$ cat config.mk
export PLATFORM = sky130hd
export DESIGN_NAME = pipeline_stage_buffer
export DESIGN_NICKNAME = d
export VERILOG_FILES = /design/src/rtl/pipeline_stage_buffer.sv
export SDC_FILE = /design/constraint.sdc
export NUM_CORES = 1
export LEC_CHECK = 0
export ABC_AREA = 1
export BUFFER_PORTS_ARGS = -buffer_cell sky130_fd_sc_hd__buf_2
export CAP_MARGIN = 10
export CORE_MARGIN = 4
export CORE_UTILIZATION = 57
export DETAILED_ROUTE_END_ITERATION = 16
export GPL_ROUTABILITY_DRIVEN = 0
export GPL_TIMING_DRIVEN = 0
export PLACE_DENSITY = 0.88
export SYNTH_ARGS = -nofsm -noshare
export SYNTH_HDL_FRONTEND = slang
export SYNTH_SLANG_ARGS = --single-unit
$ cat constraint.sdc
create_clock -name sys_clk -period 7.9 [get_ports sys_clk]
set_input_delay 0 -clock sys_clk [delete_from_list [all_inputs] [get_ports sys_clk]]
set_output_delay 0 -clock sys_clk [all_outputs]
set_load 0.005 [all_outputs]
$ cat src/rtl/pipeline_stage_buffer.sv
// Inter-stage pipeline buffer: DEPTH-entry in-order queue with valid/ready
// handshake on both sides, flush-to-bubble, and a saturating stall counter.
// All state changes on the falling edge of sys_clk, like every pipeline
// register in the core. in_ready depends only on registered occupancy, so
// there is no combinational path from out_ready back to in_ready.
module pipeline_stage_buffer #(
  parameter int                DATA_W = 64,
  parameter int                DEPTH  = 2,
  parameter logic [DATA_W-1:0] BUBBLE = {DATA_W{1'b0}},
  parameter int                CNT_W  = 16
) (
  input  logic                       sys_clk,
  input  logic                       rst_n,
  input  logic                       in_valid,
  input  logic [DATA_W-1:0]          in_data,
  output logic                       in_ready,
  input  logic                       in_flush,
  output logic                       out_valid,
  output logic [DATA_W-1:0]          out_data,
  input  logic                       out_ready,
  output logic                       out_is_bubble,
  output logic [$clog2(DEPTH+1)-1:0] occupancy,
  output logic [CNT_W-1:0]           stall_cnt
);

  localparam int OCC_W = $clog2(DEPTH + 1);
  localparam int PTR_W = (DEPTH > 1) ? $clog2(DEPTH) : 1;
  localparam logic [OCC_W-1:0] DEPTH_C  = OCC_W'(DEPTH);
  localparam logic [PTR_W-1:0] PTR_LAST = PTR_W'(DEPTH - 1);

  logic [DATA_W-1:0] r_mem [DEPTH];
  logic [PTR_W-1:0]  r_rd_ptr;
  logic [PTR_W-1:0]  r_wr_ptr;
  logic [OCC_W-1:0]  r_count;
  logic [CNT_W-1:0]  r_stall_cnt;

  logic              w_out_valid;
  logic              w_in_ready;
  logic              w_push;
  logic              w_pop;
  logic [PTR_W-1:0]  w_rd_ptr_nxt;
  logic [PTR_W-1:0]  w_wr_ptr_nxt;

  // Handshake qualifiers and explicitly wrapped pointer successors
  always_comb begin
    w_out_valid  = (r_count != '0);
    w_in_ready   = (r_count < DEPTH_C);
    w_push       = in_valid & w_in_ready & ~in_flush;
    w_pop        = w_out_valid & out_ready & ~in_flush;
    w_rd_ptr_nxt = (r_rd_ptr == PTR_LAST) ? '0 : r_rd_ptr + 1'b1;
    w_wr_ptr_nxt = (r_wr_ptr == PTR_LAST) ? '0 : r_wr_ptr + 1'b1;
  end

  // Payload storage; left unreset because a stale entry is never visible
  always_ff @(negedge sys_clk) begin
    if (w_push) begin
      r_mem[r_wr_ptr] <= in_data;
    end
  end

  // Pointers and occupancy; reset beats flush, flush beats push/pop
  always_ff @(negedge sys_clk) begin
    if (!rst_n) begin
      r_rd_ptr <= '0;
      r_wr_ptr <= '0;
      r_count  <= '0;
    end else if (in_flush) begin
      r_rd_ptr <= '0;
      r_wr_ptr <= '0;
      r_count  <= '0;
    end else begin
      if (w_push) begin
        r_wr_ptr <= w_wr_ptr_nxt;
      end
      if (w_pop) begin
        r_rd_ptr <= w_rd_ptr_nxt;
      end
      case ({w_push, w_pop})
        2'b10:   r_count <= r_count + 1'b1;
        2'b01:   r_count <= r_count - 1'b1;
        default: r_count <= r_count;
      endcase
    end
  end

  // Count downstream stall cycles, saturating at all-ones; only reset clears
  always_ff @(negedge sys_clk) begin
    if (!rst_n) begin
      r_stall_cnt <= '0;
    end else if (w_out_valid && !out_ready && !in_flush && (r_stall_cnt != '1)) begin
      r_stall_cnt <= r_stall_cnt + 1'b1;
    end
  end

  // Outputs derive from registered state only
  always_comb begin
    in_ready      = w_in_ready;
    out_valid     = w_out_valid;
    out_is_bubble = ~w_out_valid;
    out_data      = w_out_valid ? r_mem[r_rd_ptr] : BUBBLE;
    occupancy     = r_count;
    stall_cnt     = r_stall_cnt;
  end

endmodule

[Word-level counts from Yosys, hierarchy flattened]
Memories as Yosys holds them, arrays and structs flattened. A register that Yosys moved wholly into a read port is not among the register bits.
Index checks and enable logic that the tools add are counted.
W data, S select, Z words.
Storage, ports and cells
  flip-flop bits (word level): 20
  bits in latches: 0
  memory bits (writable): 128
  ROM bits: 0
  input bits: 69
  output and inout bits: 85
  logic and storage cells: 37
  memories: 1
Operators by class
  add/sub/neg operators: 5
  $mul: 0
  divide/modulo/power cells: 0
  $lt $le $gt $ge: 1
  equal/unequal tests: 3
  shift operators: 0
  mux-type cells: 8
  bitwise logic cells: 7
  reduce and logical (&&, ||, !) cells: 8
Memory list
  r_mem: words 2, bits a word 64, rd ports 1, clocked after Yosys merged registers in 1, write ports 1, RTL line 31  | logic [DATA_W-1:0] r_mem [DEPTH];
Operator list (number)
  $mux W64: 1
  $add A16 B1 Y16 const B: 1
  $ne A16 B16 Y1 const B: 1
  $mux W1: 6
  $and A1 B1 Y1: 4
  $pmux W2 S2: 1
  $reduce_bool A2 Y1: 2
  $logic_and A1 B1 Y1: 3
  $not A1 Y1: 3
  $add A1 B1 Y1 const B: 2
  $add A2 B1 Y2 const B: 1
  $eq A2 B1 Y1 const B: 1
  $eq A2 B2 Y1 const B: 1
  $logic_not A1 Y1: 2
  $lt A2 B2 Y1 const B: 1
  $reduce_or A2 Y1: 1
  $sub A2 B1 Y2 const B: 1

[Logic depth before layout (Yosys ltp)]
  word-level depth: 5
  mapped depth: 9
  mapped depth without buffers: 9

==> flow_summary_export.csv <==
group,metric,value,unit
sta,hold_slack,0.483,ns
pwr,internal_power,1.44,mW
clock_tree,clk_latency,0.53,ns
setup_path,cp_data_required_time,7.90,ns
logic_synthesis,yosys-top-cells-area,"edfxtp_1, nand2_1, dfxtp_1, a21oi_1, nor2_1",
routing,wl_per_cell,15.1,µm
clock_tree,clk_pin_slew_worst_paths,0.04,ns
setup_path,crit_fanout,10,
pwr,ir_drop,0.171,mV
place,dpl.hpwl,9530,µm
logic_synthesis,ys.flop_type,"edfxtp_1",
setup_path,startpoint_type,"flop",
floorplan,initial_core_util,58.3,%
logic_synthesis,netlist_area,6020,µm²
final_layout,fin_area,8170,µm²
routing,drtPass1Iterations,5,
routing,finalWirelength,15400,µm
setup_path,max_stage_delay,0.36,ns
logic_synthesis,ys_seq_elements,149,
clock_tree,cts_num_sinks,149,
sta,fin_skew,0.0334,ns
routing,ant_nets,0,
worst_hold_path,min_delay_path_depth,2,
setup_path,critical_path_class,"flop to output pin",
status,status,"complete, no violations",
sta,relSlewSlack,48.1,%
floorplan,coreArea,10300,µm²
logic_synthesis,synth_common_cells,"nand2_1, edfxtp_1, a21oi_1",
setup_path,cp_top_family,"buffers and inverters",
routing,remaining_drc_errors,0,
clock_tree,cts_setup_buffers,0,
global_route,antenna_found_initial,0,
place,dpl_worst_slack,2.26,ns
sta,final_hold_viol_count,0,
setup_path,worst-path-buf-inv,3,
pwr,p_clk_share,52.1,%
routing,drt_iter0_markers,371,
floorplan,io_pins,154,
logic_synthesis,syn_nets,616,
logic_synthesis,yosysUniqueCellTypes,22,
sta,tightest_slew,0.776,ns
logic_synthesis,synth-edff-count,128,
pwr,leakage,3.99,nW
logic_synthesis,yosysMostFrequentCell,"nand2_1",
logic_synthesis,ys_warn_count,0,
pwr,total_power,2.02,mW
global_route,grt_max_degree,29,
setup_path,cp_common_cell,"buf_2",
pwr,power_frac_seq,43.9,%
floorplan,die_w,111,µm
logic_synthesis,synth_top_area_share,63.8,%
clock_tree,numCtsBuffers,17,
sta,setup_viol,0,
setup_path,cp_slowest_cell,"dfxtp_1",
global_route,grt_pass1_vias,5548,
final_layout,final_core_util,79.1,%
global_route,grt_usage,25.5,%
floorplan,rows,37,
sta,slew_viol_final,0,
pwr,netSwitchingFraction,29.0,%
clock_tree,hold_buffers,0,
clock_tree,cts_root_buf,"clkbuf_8",
logic_synthesis,synthCells,545,
logic_synthesis,synth_top_area_cell,"edfxtp_1",
floorplan,fp.dieH,111,µm
logic_synthesis,synth_area_per_cell,11.0,µm²
logic_synthesis,async_flop_share,0,%
setup_path,worst-path-stages,5,
pwr,p_switching,0.586,mW
pwr,p_per_area,248,nW/µm²
final_layout,nets,940,
sta,rsz0062_at_grt,"no",
pwr,comb_power_share,4.0,%
place,placed_area,7070,µm²
job,maxCapViolCount,0,
final_layout,fin_cells,1018,
global_route,grt-ovfl-total,0,
clock_tree,cts_tree,"done",
setup_path,crit_chain,"nor2_1 > buf_2 > buf_2 > a21oi_1 > buf_2",
floorplan,dieArea,12300,µm²
clock_tree,post_cts_resized,0,
global_route,grt_pass1_wl,24800,µm
clock_tree,htree_levels,4,
final_layout,area_delta_synth_final,35.6,%
final_layout,layout-drive-gt1-share,24.7,%
routing,viasPerCell,5.17,
setup_path,critPathCaptureType,"output pin",
sta,setup_ws,1.96,ns
setup_path,arrival,5.94,ns
worst_hold_path,min_path_type,"flop to flop",
place,io_buffers,153,
logic_synthesis,ys_seq_area_share,70.8,%
final_layout,n_antenna_cell,0,
place,place_inst,838,
routing,vias,5262,
clock_tree,cts_buffer_depth,2,
setup_path,worstRegToRegCells,4,
sta,tns,0,ns
## worst reg2reg max path, stage by stage, from the launching register on
cell and delay [ns]:
dfxtp_1 0.32, inv_1 0.14, nand3_1 0.27, nor2_4 0.69
buf_16 0.26
## cell type report
cell class	instances	area (µm²)
Sequential cell	149	4260
Fill cell	626	2160
Multi-Input combinational cell	346	1570
Timing Repair Buffer	157	861
Clock inverter	164	689
Clock buffer	17	414
Tap cell	136	170
Inverter	28	105
Buffer	21	93.8
## metal layers
metal | track usage, % | up-vias | share of wire, %
li1 | - | 2509 | -
met1 | 27.4 | 2480 | 37
met2 | 43.1 | 239 | 53
met3 | 10.2 | 34 | 7.7
met4 | 13.6 | 0 | 2.1
met5 | 0 | - | 0
## cells in the final DEF (no fill, tap or decap), types with 2 or more instances in the layout
cell,instances
nor3_1,2
nand2_2,7
nor2_4,8
nand2_4,2
buf_12,2
clkinv_4,4
nor2_1,43
nand3_1,18
ha_1,2
buf_2,162
edfxtp_1,128
dfxtp_1,21
inv_8,2
nand2_1,170
clkbuf_1,11
nand4_1,2
a21oi_1,79
nor2_2,2
o21ai_0,8
buf_16,2
inv_2,3
inv_1,178
inv_4,3
clkbuf_16,16
## path summary, 6_finish.rpt
check / start / end / slack (ns)
max: occupancy[0] / out_data[6] / 1.96
min: r_rd_ptr / flop / 0.48
max reg2reg: occupancy[1] / r_mem[0][8] / 5.90
min reg2reg: r_rd_ptr / flop / 0.48
## power groups by stage
stage               clock, mW  sequential, mW  combinational (mW)
detailed placement      0.113           0.898              0.0800
finish                   1.05           0.888              0.0817
CTS                      1.08           0.888              0.0816
global placement        0.113           0.899              0.0711
global route             1.18           0.887              0.0905
floorplan               0.113           0.898              0.0329
## registers in the layout, summed over array words and instances, names as in the netlist, named ones only
name	cells
r_mem	128
stall_cnt	16
occupancy	2
r_rd_ptr	1
r_wr_ptr	1
## logic make-up after synthesis
logic type	after synthesis	share of synthesized area, %
simple gates	255	17.9
flops	149	70.8
fa+ha+maj	2	0.415
xor+xnor	1	0.145
buf+inv	50	3.37
compound gates	88	7.36
Power figures use the tool's default switching activity.
